`src/rtl/rr_arb_3t1_pkg.sv`:
```
// Shared definitions for the three-way round-robin arbiter:
// FSM encodings, mux select constants and small index helpers.
package rr_arb_3t1_pkg;

    typedef enum logic [1:0] {
        ST_IDLE    = 2'd0,
        ST_GRANT   = 2'd1,
        ST_RELEASE = 2'd2
    } state_e;

    localparam logic [1:0] SEL_IDLE = 2'd3;
    localparam logic [1:0] REQ_IDX0 = 2'd0;
    localparam logic [1:0] REQ_IDX1 = 2'd1;
    localparam logic [1:0] REQ_IDX2 = 2'd2;
    localparam logic [1:0] LAST_RST = REQ_IDX2;

    function automatic logic [2:0] onehot3(input logic [1:0] idx);
        logic [2:0] oh;
        case (idx)
            REQ_IDX0: oh = 3'b001;
            REQ_IDX1: oh = 3'b010;
            REQ_IDX2: oh = 3'b100;
            default:  oh = 3'b000;
        endcase
        return oh;
    endfunction

    function automatic logic [1:0] add_mod3(
        input logic [1:0] a,
        input logic [1:0] b
    );
        logic [2:0] s;
        s = {1'b0, a} + {1'b0, b};
        if (s >= 3'd3) begin
            s = s - 3'd3;
        end
        return s[1:0];
    endfunction

    function automatic logic req_at(
        input logic [2:0] req,
        input logic [1:0] idx
    );
        logic r;
        case (idx)
            REQ_IDX0: r = req[0];
            REQ_IDX1: r = req[1];
            REQ_IDX2: r = req[2];
            default:  r = 1'b0;
        endcase
        return r;
    endfunction

endpackage

```
`src/rtl/rr_arb_3t1_if.sv`:
```
// Request/grant bundle between the arbiter and its three requesters
// plus the mux select and resource completion strobe.
interface rr_arb_3t1_if;

    logic [2:0] req;
    logic       done;
    logic [2:0] gnt;
    logic [1:0] sel;
    logic       busy;
    logic       timeout;

    modport master (
        input  req,
        input  done,
        output gnt,
        output sel,
        output busy,
        output timeout
    );

    modport slave (
        output req,
        output done,
        input  gnt,
        input  sel,
        input  busy,
        input  timeout
    );

endinterface

```
`src/rtl/rr_arb_3t1_pick3.sv`:
```
// Combinational round-robin pick: scans LAST+1, LAST+2, LAST
// and returns the first requester found.
module rr_pick3
    import rr_arb_3t1_pkg::*;
(
    input  logic [2:0] req_i,
    input  logic [1:0] last_i,
    output logic [1:0] win_o,
    output logic       any_o
);

    logic [1:0] base;
    logic [2:0] rot;
    logic [1:0] off;

    always_comb begin
        case (last_i)
            REQ_IDX0: base = REQ_IDX1;
            REQ_IDX1: base = REQ_IDX2;
            default:  base = REQ_IDX0;
        endcase
    end

    // rot[0] is the highest-priority candidate this cycle
    always_comb begin
        case (base)
            REQ_IDX1: rot = {req_i[0], req_i[2], req_i[1]};
            REQ_IDX2: rot = {req_i[1], req_i[0], req_i[2]};
            default:  rot = req_i;
        endcase
    end

    always_comb begin
        off = 2'd0;
        priority case (1'b1)
            rot[0]:  off = 2'd0;
            rot[1]:  off = 2'd1;
            rot[2]:  off = 2'd2;
            default: off = 2'd0;
        endcase
    end

    assign win_o = add_mod3(base, off);
    assign any_o = |req_i;

endmodule

```
`src/rtl/rr_arb_3t1.sv`:
```
// Round-robin arbiter for three requesters with a bounded hold time
// and a one-cycle break-before-make gap between grants.
module rr_arb_3t1
    import rr_arb_3t1_pkg::*;
#(
    parameter int MAX_HOLD = 16
) (
    input  logic         clk_i,
    input  logic         rst_ni,
    rr_arb_3t1_if.master arb
);

    localparam int CW = $clog2(MAX_HOLD);
    localparam logic [CW-1:0] CNT_LIM = CW'(MAX_HOLD - 1);

    state_e        state_q, state_d;
    logic [CW-1:0] cnt_q, cnt_d;
    logic [1:0]    last_q, last_d;
    logic [2:0]    gnt_q, gnt_d;
    logic [1:0]    sel_q, sel_d;
    logic          busy_q, busy_d;
    logic          tout_q, tout_d;

    logic [1:0] win;
    logic       any;
    logic       at_lim;
    logic       req_cur;
    logic       rel;

    rr_pick3 u_pick (
        .req_i  (arb.req),
        .last_i (last_q),
        .win_o  (win),
        .any_o  (any)
    );

    assign at_lim  = (cnt_q == CNT_LIM);
    assign req_cur = req_at(arb.req, sel_q);
    assign rel     = arb.done | ~req_cur | at_lim;

    always_ff @(posedge clk_i) begin
        if (!rst_ni) begin
            state_q <= ST_IDLE;
            cnt_q   <= '0;
            last_q  <= LAST_RST;
            gnt_q   <= 3'b000;
            sel_q   <= SEL_IDLE;
            busy_q  <= 1'b0;
            tout_q  <= 1'b0;
        end else begin
            state_q <= state_d;
            cnt_q   <= cnt_d;
            last_q  <= last_d;
            gnt_q   <= gnt_d;
            sel_q   <= sel_d;
            busy_q  <= busy_d;
            tout_q  <= tout_d;
        end
    end

    always_comb begin
        state_d = ST_IDLE;
        case (state_q)
            ST_IDLE, ST_RELEASE: begin
                state_d = any ? ST_GRANT : ST_IDLE;
            end
            ST_GRANT: begin
                state_d = rel ? ST_RELEASE : ST_GRANT;
            end
            default: state_d = ST_IDLE;
        endcase
    end

    always_comb begin
        gnt_d  = 3'b000;
        sel_d  = SEL_IDLE;
        busy_d = 1'b0;
        tout_d = 1'b0;
        cnt_d  = cnt_q;
        last_d = last_q;
        case (state_q)
            ST_IDLE, ST_RELEASE: begin
                cnt_d = '0;
                if (any) begin
                    gnt_d  = onehot3(win);
                    sel_d  = win;
                    busy_d = 1'b1;
                end
            end
            ST_GRANT: begin
                if (rel) begin
                    cnt_d  = '0;
                    last_d = sel_q;
                    // forced release only when nothing else ended it
                    tout_d = at_lim & ~arb.done & req_cur;
                end else begin
                    cnt_d  = cnt_q + CW'(1);
                    gnt_d  = gnt_q;
                    sel_d  = sel_q;
                    busy_d = 1'b1;
                end
            end
            default: begin
                cnt_d = '0;
            end
        endcase
    end

    assign arb.gnt     = gnt_q;
    assign arb.sel     = sel_q;
    assign arb.busy    = busy_q;
    assign arb.timeout = tout_q;

endmodule

```
`src/flat_wrapper.sv`:
```
// flat-port wrapper written by rule: the top's interface ports become plain ports
module rr_arb_3t1_flat import rr_arb_3t1_pkg::*;
#(
    parameter int MAX_HOLD = 16
)
  (clk_i, rst_ni, arb_req, arb_done, arb_gnt, arb_sel, arb_busy, arb_timeout);
  rr_arb_3t1_if arb_i ();
  input  logic clk_i;
  input  logic rst_ni;
  input wire logic [$bits(arb_i.req)-1:0] arb_req;
  input wire logic [$bits(arb_i.done)-1:0] arb_done;
  output wire logic [$bits(arb_i.gnt)-1:0] arb_gnt;
  output wire logic [$bits(arb_i.sel)-1:0] arb_sel;
  output wire logic [$bits(arb_i.busy)-1:0] arb_busy;
  output wire logic [$bits(arb_i.timeout)-1:0] arb_timeout;
  assign arb_i.req = arb_req;
  assign arb_i.done = arb_done;
  assign arb_gnt = arb_i.gnt;
  assign arb_sel = arb_i.sel;
  assign arb_busy = arb_i.busy;
  assign arb_timeout = arb_i.timeout;
  rr_arb_3t1 #(.MAX_HOLD(MAX_HOLD)) u_core (.clk_i(clk_i), .rst_ni(rst_ni), .arb(arb_i));
endmodule
```
`config.mk`:
```
export PLATFORM = sky130hd
export DESIGN_NAME = rr_arb_3t1_flat
export DESIGN_NICKNAME = d
export VERILOG_FILES = /design/src/rtl/rr_arb_3t1_pkg.sv /design/src/rtl/rr_arb_3t1_if.sv /design/src/rtl/rr_arb_3t1_pick3.sv /design/src/rtl/rr_arb_3t1.sv /design/src/flat_wrapper.sv
export SDC_FILE = /design/constraint.sdc
export NUM_CORES = 1
export LEC_CHECK = 0
export BUFFER_PORTS_ARGS = -buffer_cell sky130_fd_sc_hd__buf_2
export CAP_MARGIN = 30
export CELL_PAD_IN_SITES_DETAIL_PLACEMENT = 0
export CELL_PAD_IN_SITES_GLOBAL_PLACEMENT = 2
export CORE_UTILIZATION = 31
export CTS_CLUSTER_DIAMETER = 60
export DETAILED_ROUTE_END_ITERATION = 12
export MAX_ROUTING_LAYER = met4
export PLACE_DENSITY_LB_ADDON = 0.1
export SYNTH_ARGS = -nofsm -noshare
export SYNTH_HDL_FRONTEND = slang
export SYNTH_SLANG_ARGS = --single-unit
```
`constraint.sdc`:
```
create_clock -name clk_i -period 2.79 [get_ports clk_i]
set_clock_uncertainty 0.05 [all_clocks]
set_input_delay 0.558 -clock clk_i [delete_from_list [all_inputs] [get_ports clk_i]]
set_output_delay 0.558 -clock clk_i [all_outputs]
set_load 0.1 [all_outputs]
```
-- After elaboration in Yosys (flattened, before gate mapping)
Cells that the tools add are included.
- order comparisons: 1
- add/sub/neg operators: 3
- equal/unequal tests: 11
- multiplexer cells: 20
- reductions and logical operators: 9
- bitwise operators: 8
- operators with widths (operator ; count):
    $mux W2 ; 7
    $pmux W2 S2 ; 3
    $pmux W3 S2 ; 2
    $eq A2 B1 Y1 const B ; 5
    $pmux W3 S3 ; 1
    $eq A2 B2 Y1 const B ; 4
    $logic_not A2 Y1 ; 4
    $mux W3 ; 2
    $reduce_or A3 Y1 ; 2
    $add A4 B1 Y4 const B ; 1
    $eq A4 B4 Y1 const B ; 1
    $not A1 Y1 ; 4
    $add A2 B2 Y3 ; 1
    $ge A3 B2 Y1 const B ; 1
    $mux W1 ; 3
    $pmux W1 S3 ; 1
    $reduce_and A3 Y1 ; 1
    $and A1 B1 Y1 ; 2
    $ne A2 B1 Y1 const B ; 1
    $or A1 B1 Y1 ; 2
    $pmux W1 S2 ; 1
    $reduce_and A2 Y1 ; 1
    $reduce_or A2 Y1 ; 1
    $sub A2 B2 Y2 const B ; 1
- flip-flop bits (word level): 15
- bits of input ports: 6
- output and inout port bits: 7
- word-level logic and storage cells: 59

-- Depth between registers and ports, before layout
Gate-level depths: netlist (run 1).
- depth in word-level cells: 14
- depth in mapped cells: 13
- mapped depth without buffers: 13

-- Modules after synthesis
From an unflattened synthesis (run 1), not the netlist that was laid out.
- cell total of the unflattened synthesis: 79
- area total of the unflattened synthesis: 725.7 um^2
- modules (own cells, without submodules) (module ; cells an instance ; times used ; seq. area each (um^2) ; area each (um^2)):
    rr_arb_3t1 ; 57 ; 1 ; 280.3 ; 566.8
    rr_pick3 ; 22 ; 1 ; 0.0 ; 158.9

-- Worst setup path before layout (run 1)
Ideal clock, no wire load.
- path type: input to register
- from: input arb_req[0]
- to: register u_core.sel_q[1] (netlist: u_core.arb.sel[1])
- cell stages on the path: 9
- required time: 2624 ps
- setup slack: 194 ps
- arrival: 2429 ps
- library setup time: 116 ps
- buffers on the path: 0
- cells stage by stage: nand2b_1 > a2111oi_0 > a31oi_1 > fa_1 > inv_1 > ha_1 > o21ai_0 > nand2_1 > o21a_1
- longest elaborated chain between the ends: 9
- elaborated cells on any way between the ends: 16
- those cells by class: 2 x add/sub; 1 x order compare; 1 x eq/ne; 8 x mux; 3 x bitwise; 1 x reduce/logical
- RTL lines (item ; line ; source):
    start, declared ; flat_wrapper.sv:10 ; input wire logic [$bits(arb_i.req)-1:0] arb_req;
    $pmux W3 S2 ; rr_arb_3t1_pick3.sv:26 ; case (base)
    $mux W2 (3 in series) ; rr_arb_3t1_pick3.sv:35 ; priority case (1'b1)
    $add A2 B2 Y3 ; rr_arb_3t1_pkg.sv:33 ; s = {1'b0, a} + {1'b0, b};
    $ge A3 B2 Y1 or $sub A2 B2 Y2 (tied branches) ; rr_arb_3t1_pkg.sv:34, rr_arb_3t1_pkg.sv:35 ;
    $mux W2 ; rr_arb_3t1_pkg.sv:34 ; if (s >= 3'd3) begin
    $mux W2 ; rr_arb_3t1.sv:84 ; if (any) begin
    $pmux W2 S2 ; rr_arb_3t1.sv:81 ; case (state_q)
    end signal, assigned ; rr_arb_3t1.sv:55 ; sel_q <= sel_d;
    end, declared ; rr_arb_3t1.sv:20 ; logic [1:0] sel_q, sel_d;
Parallel ways exist; a longest one is shown, timed or not.
A chain may end at the register's enable or synchronous reset.

-- Worst setup path after layout (run 1)
- from: input arb_req[0]
- to: register u_core.sel_q[0] (netlist: u_core.arb.sel[0])
- longest elaborated chain between the ends: 9
- elaborated cells on any way between the ends: 16
- those cells by class: 2 x add/sub; 1 x order compare; 1 x eq/ne; 8 x mux; 3 x bitwise; 1 x reduce/logical
- RTL lines (item ; line):
    $pmux W3 S2 ; rr_arb_3t1_pick3.sv:26
    $mux W2 (3 in series) ; rr_arb_3t1_pick3.sv:35
    $add A2 B2 Y3 ; rr_arb_3t1_pkg.sv:33
    $ge A3 B2 Y1 ; rr_arb_3t1_pkg.sv:34
    $mux W2 ; rr_arb_3t1_pkg.sv:34
    $mux W2 ; rr_arb_3t1.sv:84
    $pmux W2 S2 ; rr_arb_3t1.sv:81
Parallel ways exist; a longest one is shown, timed or not.

==> metrics.md, run 1 <==
| Metric | Value |
|---|---|
| GR Overflow Total | `0` |
| Post-CTS sizing | `0` |
| Cell Area, Synth | `around 700 sq um` |
| Most frequent cells in the layout | `dfxtp_1, buf_2, inv_1, nor2_1, nand2_1` |
| First-pass DRT Iterations | `3` |
| TritonCTS clock tree | `done` |
| Int Power | `roughly 300 uW` |
| Clock transition at path regs | `around 0.07 ns` |
| PortBufs | `12` |
| IO Count | `13` |
| Ys Warns | `0` |
| Avg Cell Area, Syn | `9.17 sq um` |
| Gate power share | `a little under a third` |
| Tot Pwr | `487 uW` |
| DIE AREA | `around 2400 sq um` |
| Drt total wl | `1200 um` |
| Max stage delay on crit path | `between 0.5 and 0.6 ns` |
| Die Width | `just under 50 um` |
| Peak VDD IR | `between 0.0003 and 0.0004 V` |
| Worst-skew pair later-pin latency | `around 0.27 ns` |
| GPL Wtd Cong | `between 0.7 and 0.8` |
| Cell Rows | `16` |
| Tightest Pin Transition | `~0.5 ns` |
| Clock buffer depth | `2` |
| Largest net degree at the start of global routing | `11` |
| Syn nets | `86` |
| Post-layout util | `~41%` |
| Cells after synthesis | `76` |
| GRT Resource Usage Total | `a little over an eighth` |
| Die H | `49.4 um` |
| WP data arrival | `2.73 ns` |
| Synth-to-layout area growth | `19.9%` |
| Sum Neg Setup Slack | `0 ns` |
| Fraction of layout cells with a size suffix above 1 | `approximately a quarter` |
| Post-CTS Hold Fix Bufs | `0` |
| Initial antenna violation count | `0` |
| Clock sinks | `14` |
| Nets | `106` |
| Clock root buffer | `clkbuf_4` |
| Setup Buffers After CTS | `0` |
| Setup ws final | `about 0.17 ns` |
| Slowest CP cell | `fa_1` |
| First-pass GRT wire length | `around 2300 um` |
| Leakage | `between 0.3 and 0.4 nW` |
| DR vias | `562` |
| Final hold violation count | `0` |
| Max_cap viols | `0` |
| Core Region | `roughly 2000 sq um` |
| Endpoints failing setup | `0` |
| Ys async rst share | `0%` |
| Crit path buf inv count | `2` |
| Initial Util | `between 30% and 40%` |
| CP Class | `input pin to flop` |
| Rel. slew slack | `67.7%` |
| P_sw | `approximately 180 uW` |
| Number of buffers created by CTS | `3` |
| Vias in the first global route | `547` |
| Unrepaired setup endpoints after global routing | `false` |
| Seq cells post-synth | `14` |
| Clk pwr share | `22.0%` |
| H-tree Lvls | `1` |
| R2r setup slk | `0.21 ns` |
| Tmin final | `about 2.6 ns` |
| Family with the most delay on the worst path | `compound AO/OA/AOI/OAI gates` |
| Synth cell types | `29` |
| Drt wl/cell | `around 10 um` |
| DRC Markers | `0` |
| Place WS | `-0.146 ns` |
| Required time of the critical path | `approximately 2.9 ns` |
| Non-Filler Instances | `roughly 120` |
| Final period utilization | `a little over nine tenths` |
| Startpoint Class | `input pin` |
| Placed cells | `118` |
| Seq/Total Area, Yosys | `between 40 and 50%` |
| Maximum clock rate | `around 0.38 GHz` |
| Power per Cell Area | `583 nW/um^2` |
| Worst min path class | `flop to flop` |
| Crit path capture type | `flop` |
| Worst Path Max Fanout | `3` |
| Detailed-placement wirelength estimate | `970 um` |
| Vias per std cell | `4.64` |
| DR iter-0 viols | `1` |
| Status | `finished, final reports clean` |
| Post-DRT Antenna Nets | `0` |
| Sw Ratio | `around 37%` |
| Antenna cells | `0` |
| EDFF count, synth | `0` |
| Synth Flop Type | `dfxtp_1` |
| Power share of the sequential group | `about 47%` |
| Max-slew violation count | `0` |
| CP Cell Sequence | `buf_2 -> nand2b_1 -> a2111oi_0 -> a31oi_1 -> fa_1 -> inv_1 -> ha_1 -> nor3b_1 -> a21o_1 -> nand2_1 -> o21a_1` |
| Most common cell after layout, fill and taps aside | `dfxtp_1` |
kinds of logic after synthesis:
logic type / Yosys count / synth area share (%)
compound gates: 16 / 17.1
simple gates: 26 / 21.7
buf+inv: 11 / 5.92
fa+ha+maj: 4 / 8.26
xor+xnor: 2 / 2.51
mux: 3 / 4.31
flops: 14 / 40.2
per-layer routing:
layer | vias to the layer above | GRT usage [%] | share of wire (%)
met1 | 248 | 16.1 | 50
met3 | 2 | 5.61 | 5.0
met2 | 11 | 20.1 | 44
met4 | 0 | 2.86 | 0.75
li1 | 301 | - | -
met5 | - | - | 0
synthesized netlist by cell type (all sizes together), types with 2 or more instances:
cell    number  area, sq um
dfxtp       14          280
inv         11         41.3
nand2        6         22.5
nor2         6         22.5
ha           3         37.5
mux2i        3         30.0
nand3        3         15.0
nand3b       3         22.5
o21ai        3         18.8
a21oi        2         10.0
a311oi       2         23.8
a31oi        2         12.5
nand2b       2         12.5
nor3         2         10.0
o21a         2         15.0
o22ai        2         12.5
final cells by class:
type / instances / area (sq um)
Fill cell: 222 / 1210
Multi-Input combinational cell: 51 / 375
Sequential cell: 14 / 280
Timing Repair Buffer: 15 / 82.6
Inverter: 11 / 41.3
Tap cell: 27 / 33.8
Clock buffer: 3 / 22.5
power by group through the flow:
stage	registers [mW]	clock network, mW	logic, mW
after global routing	0.231	0.126	0.164
after detailed placement	0.233	0	0.152
final	0.228	0.107	0.152
after CTS	0.228	0.115	0.153
after global placement	0.233	0	0.151
after floorplan	0.299	0	0.0551
final timing paths:
kind                                      start                              to  depth (start not counted)
setup / recovery                     arb_req[0]  u_core.arb.sel[0]$_SDFFE_PN1N_                         11
hold / removal       u_core.cnt_q[0]$_SDFF_PP0_      u_core.cnt_q[0]$_SDFF_PP0_                          1
setup reg to reg  u_core.last_q[0]$_SDFFE_PN0P_  u_core.arb.sel[0]$_SDFFE_PN1N_                         10
hold reg to reg      u_core.cnt_q[0]$_SDFF_PP0_      u_core.cnt_q[0]$_SDFF_PP0_                          1
state kept, by name, summed over array words and instances, names as in the netlist:
name and cells:
u_core.cnt_q 4, u_core.arb.gnt 3, u_core.arb.sel 2, u_core.last_q 2, u_core.state_q 2, u_core.arb.timeout 1
through the flow:
step	area, sq um	hold WS (ns)
floorplan	697	0.368
global placement	813	0.386
finish	836	0.398
CTS	836	0.405
global route	836	0.434
detailed placement	813	0.387
Note: power is estimated with default switching activity, not from simulation.
==> run 2, diff against run 1 <==
==> constraint.sdc (replaced) <==
create_clock -name clk_i -period 2.79 [get_ports clk_i]
set_clock_uncertainty 0.05 [all_clocks]
set_input_delay 0.1395 -clock clk_i [delete_from_list [all_inputs] [get_ports clk_i]]
set_output_delay 0.1395 -clock clk_i [all_outputs]
set_load 0.1 [all_outputs]
==> run 2 against run 1 <==
Hold slack got worse by 0.29 ns. Via count decreased by 2.7%. Setup slack better by 0.13 ns. Sequential power barely moved. Count of clock-buffer cells in the layout grew 1. Die area did not move. Non-clock buffer count is 3 lower. Cell count is 1.7% lower. Register-to-register slack gained 0.09 ns. Global-route usage shrank 0.32 points. Routed wire length is 2.8% higher. Largest cell class unchanged.
==> metrics.md, run 2 (synthesized netlist as in run 1, its figures left out) <==
| Metric | Value |
|---|---|
| GRT Resource Usage Total | `12.8% (-0.32 points)` |
| H-tree Lvls | `1 (unchanged)` |
| CP Cell Sequence | `a21oi_1 -> a2111oi_0 -> a31oi_1 -> fa_1 -> inv_1 -> ha_1 -> nor3b_1 -> a21o_1 -> nand2_1 -> o21a_1` |
| DR vias | `547 (-2.7%)` |
| Peak VDD IR | `0.000292 V (-3.2%)` |
| Max-slew violation count | `0 (unchanged)` |
| Fraction of layout cells with a size suffix above 1 | `21.7% (-1.7 points)` |
| Worst Path Max Fanout | `7 (+4)` |
| Sum Neg Setup Slack | `0 ns (unchanged)` |
| Biggest register | `u_core.cnt_q` |
| Largest net degree at the start of global routing | `11 (unchanged)` |
| Nets | `103 (-2.8%)` |
| Crit path capture type | `flop` |
| Die H | `49.4 um (unchanged)` |
| Antenna cells | `0 (unchanged)` |
| Final period utilization | `89.1% (-4.7 points)` |
| Setup Buffers After CTS | `0 (unchanged)` |
| DIE AREA | `2440 sq um (unchanged)` |
| CP Class | `flop to flop` |
| Synth-to-layout area growth | `18.7%` |
| Unrepaired setup endpoints after global routing | `false` |
| Rel. slew slack | `67.6% (-0.16 points)` |
| Crit path buf inv count | `1 (-1)` |
| Slowest CP cell | `fa_1` |
| PortBufs | `12 (unchanged)` |
| Cell Rows | `16 (unchanged)` |
| Vias in the first global route | `532 (-2.7%)` |
| Drt wl/cell | `10.4 um (+4.6%)` |
| Post-CTS Hold Fix Bufs | `0 (unchanged)` |
| Worst-skew pair later-pin latency | `0.28 ns (about the same)` |
| Die Width | `49.4 um (unchanged)` |
| Startpoint Class | `flop` |
| Vias per std cell | `4.60 (-1.0%)` |
| Final hold violation count | `0 (unchanged)` |
| DR iter-0 viols | `10 (+9)` |
| First-pass GRT wire length | `2320 um (-1.2%)` |
| First-pass DRT Iterations | `3 (unchanged)` |
| Max_cap viols | `0 (unchanged)` |
| Most frequent cells in the layout | `dfxtp_1, buf_2, inv_1, nor2_1, nand2_1` |
| Max stage delay on crit path | `0.55 ns (about the same)` |
| Tmin final | `2.49 ns (-0.130 ns)` |
| Leakage | `0.373 nW (-1.9%)` |
| GR Overflow Total | `0 (unchanged)` |
| DRC Markers | `0 (unchanged)` |
| Post-CTS sizing | `0 (unchanged)` |
| IO Count | `13 (unchanged)` |
| Status | `finished, final reports clean` |
| Clock buffer depth | `2 (unchanged)` |
| Clock sinks | `14 (unchanged)` |
| Detailed-placement wirelength estimate | `932 um (-4.0%)` |
| Maximum clock rate | `0.402 GHz (+5.2%)` |
| Most common cell after layout, fill and taps aside | `dfxtp_1` |
| WHS | `0.106 ns (-0.291 ns)` |
| Initial antenna violation count | `0 (unchanged)` |
| Tightest Pin Transition | `0.490 ns (+0.00241 ns)` |
| Power per Cell Area | `629 nW/um^2 (+7.9%)` |
| Post-DRT Antenna Nets | `0 (unchanged)` |
| Drt total wl | `1240 um (+2.8%)` |
| Initial Util | `34.1% (unchanged)` |
| Worst min path class | `input pin to flop` |
| Clock transition at path regs | `0.09 ns (+0.02 ns)` |
| TritonCTS clock tree | `done` |
| WP data arrival | `2.61 ns (-0.12 ns)` |
| Clock root buffer | `clkbuf_4` |
| Endpoints failing setup | `0 (unchanged)` |
| Max reg flops | `4 (unchanged)` |
| Number of buffers created by CTS | `3 (unchanged)` |
| Required time of the critical path | `2.91 ns (about the same)` |
| Family with the most delay on the worst path | `compound AO/OA/AOI/OAI gates` |
| GPL Wtd Cong | `0.720 (+2.1%)` |
| Core Region | `2040 sq um (unchanged)` |
[run 2: final cells by class]
type / instances / area, sq um
fillers: 225 / 1210
inverters: 11 / 41.3
multi-input cells: 51 / 375
flip-flops and latches: 14 / 280
well taps: 27 / 33.8
repair buffers: 12 / 60.1
clock buffers: 4 / 36.3
[run 2: metal layers]
| metal | part of all wire (%) | track usage (%) |
|---|---|---|
| met5 | 0 | - |
| met4 | 1.1 | 4.29 |
| met3 | 5.3 | 4.98 |
| met2 | 39 | 18.9 |
| met1 | 54 | 15.9 |
[run 2: final timing paths]
| check | end | cells after the start | from | slack [ns] |
|---|---|---|---|---|
| setup / recovery | u_core.arb.sel[0]$_SDFFE_PN1N_ | 10 | u_core.last_q[0]$_SDFFE_PN0P_ | 0.30 |
| hold / removal | u_core.last_q[0]$_SDFFE_PN0P_ | 3 | rst_ni | 0.11 |
| setup reg to reg | u_core.arb.sel[0]$_SDFFE_PN1N_ | 10 | u_core.last_q[0]$_SDFFE_PN0P_ | 0.30 |
| hold reg to reg | u_core.arb.gnt[0]$_SDFFE_PN0N_ | 2 | u_core.arb.gnt[0]$_SDFFE_PN0N_ | 0.41 |
[run 2: power breakdown]
group / leakage, nW / switching (mW) / internal, mW
Sequential: 0.114 / 0.0140 / 0.214
Combinational: 0.237 / 0.110 / 0.0386
Clock: 0.0210 / 0.0643 / 0.0793
[run 2: through the flow]
| step | area, sq um | power (mW) | worst slack, ns | utilization (%) | cells |
|---|---|---|---|---|---|
| after floorplan | 697 | 0.354 | 0.476 | - | 76 |
| after global placement | 791 | 0.382 | 0.243 | 38.7 | 115 |
| after detailed placement | 791 | 0.381 | 0.264 | 38.7 | 115 |
| after CTS | 827 | 0.527 | 0.244 | 40.5 | 119 |
| after global routing | 827 | 0.552 | 0.0374 | 40.5 | 119 |
| final | 827 | 0.520 | 0.304 | 40.5 | 119 |
[run 2: worst reg2reg max path: cells and delay by family (launching register included)]
family                     cells  cell delay, ns
buffers and inverters          1            0.05
DFF                            1            0.45
AOI/OAI and AO/OA              5            0.79
adders and majority gates      2            0.73
and+or+nand+nor                2            0.32
==> run 3, diff against run 2 <==
Settings changed: RECOVER_POWER set to 100.
==> run 3 against run 2 <==
Largest power group unchanged. First-iteration DRC count fell by 50%. Hold slack worse by 0.010 ns. Final area shrank 4.1%. Critical endpoint unchanged. Setup slack hardly changed. Maximum frequency hardly changed. Die area unchanged. Count of clock-buffer cells in the layout did not move. Clock power hardly changed. Highest routed layer unchanged. Power is 1.8% lower. Flip-flop and latch count stayed put. Sequential power barely moved.
==> metrics.md, run 3 (synthesized netlist as in run 1, its figures left out) <==
| Metric | Value |
|---|---|
| Max reg flops | `4 (unchanged)` |
| Drt total wl | `1260 um (+1.5%)` |
| DRC Markers | `0 (unchanged)` |
| Worst-skew pair later-pin latency | `0.27 ns (about the same)` |
| Rel. slew slack | `22.3% (-45 points)` |
| CP Cell Sequence | `a21oi_1 -> a2111oi_0 -> a31oi_1 -> fa_1 -> inv_1 -> ha_1 -> nor3b_1 -> a21o_1 -> nand2_1 -> o21a_1` |
| Setup ws final | `0.304 ns (+0.000212 ns)` |
| Detailed-placement wirelength estimate | `932 um (unchanged)` |
| Most common cell after layout, fill and taps aside | `dfxtp_1` |
| Final period utilization | `89.1% (about the same)` |
| Required time of the critical path | `2.91 ns (about the same)` |
| Initial antenna violation count | `0 (unchanged)` |
| Most frequent cells in the layout | `dfxtp_1, inv_1, clkbuf_1, nor2_1, nand2_1` |
| Fillcell total | `232 (+3.1%)` |
| Cell Rows | `16 (unchanged)` |
| GPL Wtd Cong | `0.720 (unchanged)` |
| Power per Cell Area | `644 nW/um^2 (+2.4%)` |
| Worst Path Max Fanout | `7 (unchanged)` |
| Synth-to-layout area growth | `13.8%` |
| Family with the most delay on the worst path | `compound AO/OA/AOI/OAI gates` |
| Place WS | `0.264 ns (unchanged)` |
| H-tree Lvls | `1 (unchanged)` |
| Fraction of layout cells with a size suffix above 1 | `10.9% (-11 points)` |
| Post-DRT Antenna Nets | `0 (unchanged)` |
| Tmin final | `2.49 ns (-0.000212 ns)` |
| Max stage delay on crit path | `0.55 ns (about the same)` |
| Clock buffer depth | `2 (unchanged)` |
| DR vias | `547 (unchanged)` |
| First-pass GRT wire length | `2320 um (unchanged)` |
| TritonCTS clock tree | `done` |
| Biggest register | `u_core.cnt_q` |
| CP Class | `flop to flop` |
| DIE AREA | `2440 sq um (unchanged)` |
| Clock root buffer | `clkbuf_4` |
| Sum Neg Setup Slack | `0 ns (unchanged)` |
| Tot Pwr | `511 uW (-1.8%)` |
| Max_cap viols | `0 (unchanged)` |
| GRT Resource Usage Total | `12.8% (unchanged)` |
| Max-slew violation count | `0 (unchanged)` |
| Slowest CP cell | `fa_1` |
| Drt wl/cell | `10.5 um (+1.5%)` |
| Die H | `49.4 um (unchanged)` |
| Leakage | `0.327 nW (-12%)` |
| Endpoints failing setup | `0 (unchanged)` |
| Core Region | `2040 sq um (unchanged)` |
| Status | `finished, final reports clean` |
| DP Area | `791 sq um (unchanged)` |
| Crit path buf inv count | `1 (unchanged)` |
| First-pass DRT Iterations | `3 (unchanged)` |
| Vias in the first global route | `532 (unchanged)` |
| Non-Filler Instances | `119 (unchanged)` |
| Final hold violation count | `0 (unchanged)` |
| Clock transition at path regs | `0.08 ns (about the same)` |
| Largest net degree at the start of global routing | `11 (unchanged)` |
| Crit path capture type | `flop` |
| IO Count | `13 (unchanged)` |
| Maximum clock rate | `0.402 GHz (about the same)` |
| DR iter-0 viols | `5 (-5)` |
| Vias per std cell | `4.60 (unchanged)` |
| Placed cells | `115 (unchanged)` |
| Unrepaired setup endpoints after global routing | `false` |
| Worst min path class | `input pin to flop` |
| WP data arrival | `2.61 ns (about the same)` |
| Peak VDD IR | `0.000288 V (-1.3%)` |
| PortBufs | `12 (unchanged)` |
| GR Overflow Total | `0 (unchanged)` |
| Die Width | `49.4 um (unchanged)` |
| Tightest Pin Transition | `1.17 ns (+0.681 ns)` |
| Cell area after layout | `793 sq um (-4.1%)` |
| Startpoint Class | `flop` |
| Initial Util | `34.1% (unchanged)` |
| Clock sinks | `14 (unchanged)` |
| Nets | `103 (unchanged)` |
| Number of buffers created by CTS | `3 (unchanged)` |
| Antenna cells | `0 (unchanged)` |
[run 3: cell count changes in the layout (fill, tap and decap cells not counted)]
cell / before / now
a311oi_1: 1 / 2
nand4b_4: 1 / 0
buf_2: 12 / 5
nand4b_1: 0 / 1
o21ai_2: 1 / 0
clkbuf_1: 0 / 7
o21ai_0: 0 / 2
o21ai_1: 2 / 1
a311oi_2: 1 / 0
[run 3: worst min-delay path, stage by stage]
cell     delay, ns
buf_2         0.08
inv_1         0.06
nand2_1       0.06
nor3_1        0.04
[run 3: final timing paths]
kind | start | end | slack, ns | cells past startpoint
setup reg to reg | u_core.last_q[0]$_SDFFE_PN0P_ | u_core.arb.sel[0]$_SDFFE_PN1N_ | 0.30 | 10
hold / removal | arb_done | u_core.arb.timeout$_SDFF_PN0_ | 0.1 | 4
setup / recovery | u_core.last_q[0]$_SDFFE_PN0P_ | u_core.arb.sel[0]$_SDFFE_PN1N_ | 0.30 | 10
hold reg to reg | u_core.cnt_q[0]$_SDFF_PP0_ | u_core.cnt_q[0]$_SDFF_PP0_ | 0.41 | 1
[run 3: cell type report]
cell class | count | area [sq um] | area share (%)
clock buffers | 4 | 36.3 | 4.57
repair buffers | 12 | 51.3 | 6.47
multi-input cells | 51 | 350 | 44.2
flip-flops and latches | 14 | 280 | 35.3
inverters | 11 | 41.3 | 5.21
well taps | 27 | 33.8 | 4.26
[run 3: repair_timing]
action	in CTS	in global routing
gates resized for setup	0	1
hold buffers	0	0
hold endpoints to repair	0	0
setup endpoints to repair	0	2
buffers inserted	0	0
[run 3: layer usage]
metal  routed length (um)  share of wire (%)  global-route usage [%]  vias to the layer above
li1                     -                  -                       -                      295
met1                  677                 54                    15.9                      239
met2                  478                 38                    18.9                       11
met3                   85                6.8                    4.98                        2
met4                   13                1.0                    4.29                        0
met5                    0                  0                       -                        -
[run 3: through the flow]
stage	util [%]	hold slack (ns)
after global routing	38.8	0.0969
final	38.8	0.0963
after CTS	40.5	0.100
after floorplan	-	0.237
after global placement	38.7	0.385
after detailed placement	38.7	0.389
[run 3: power by group]
group          internal [mW]  total, mW  switching, mW
Combinational         0.0334      0.141          0.108
Clock                 0.0793      0.142         0.0630
Sequential             0.214      0.227         0.0138
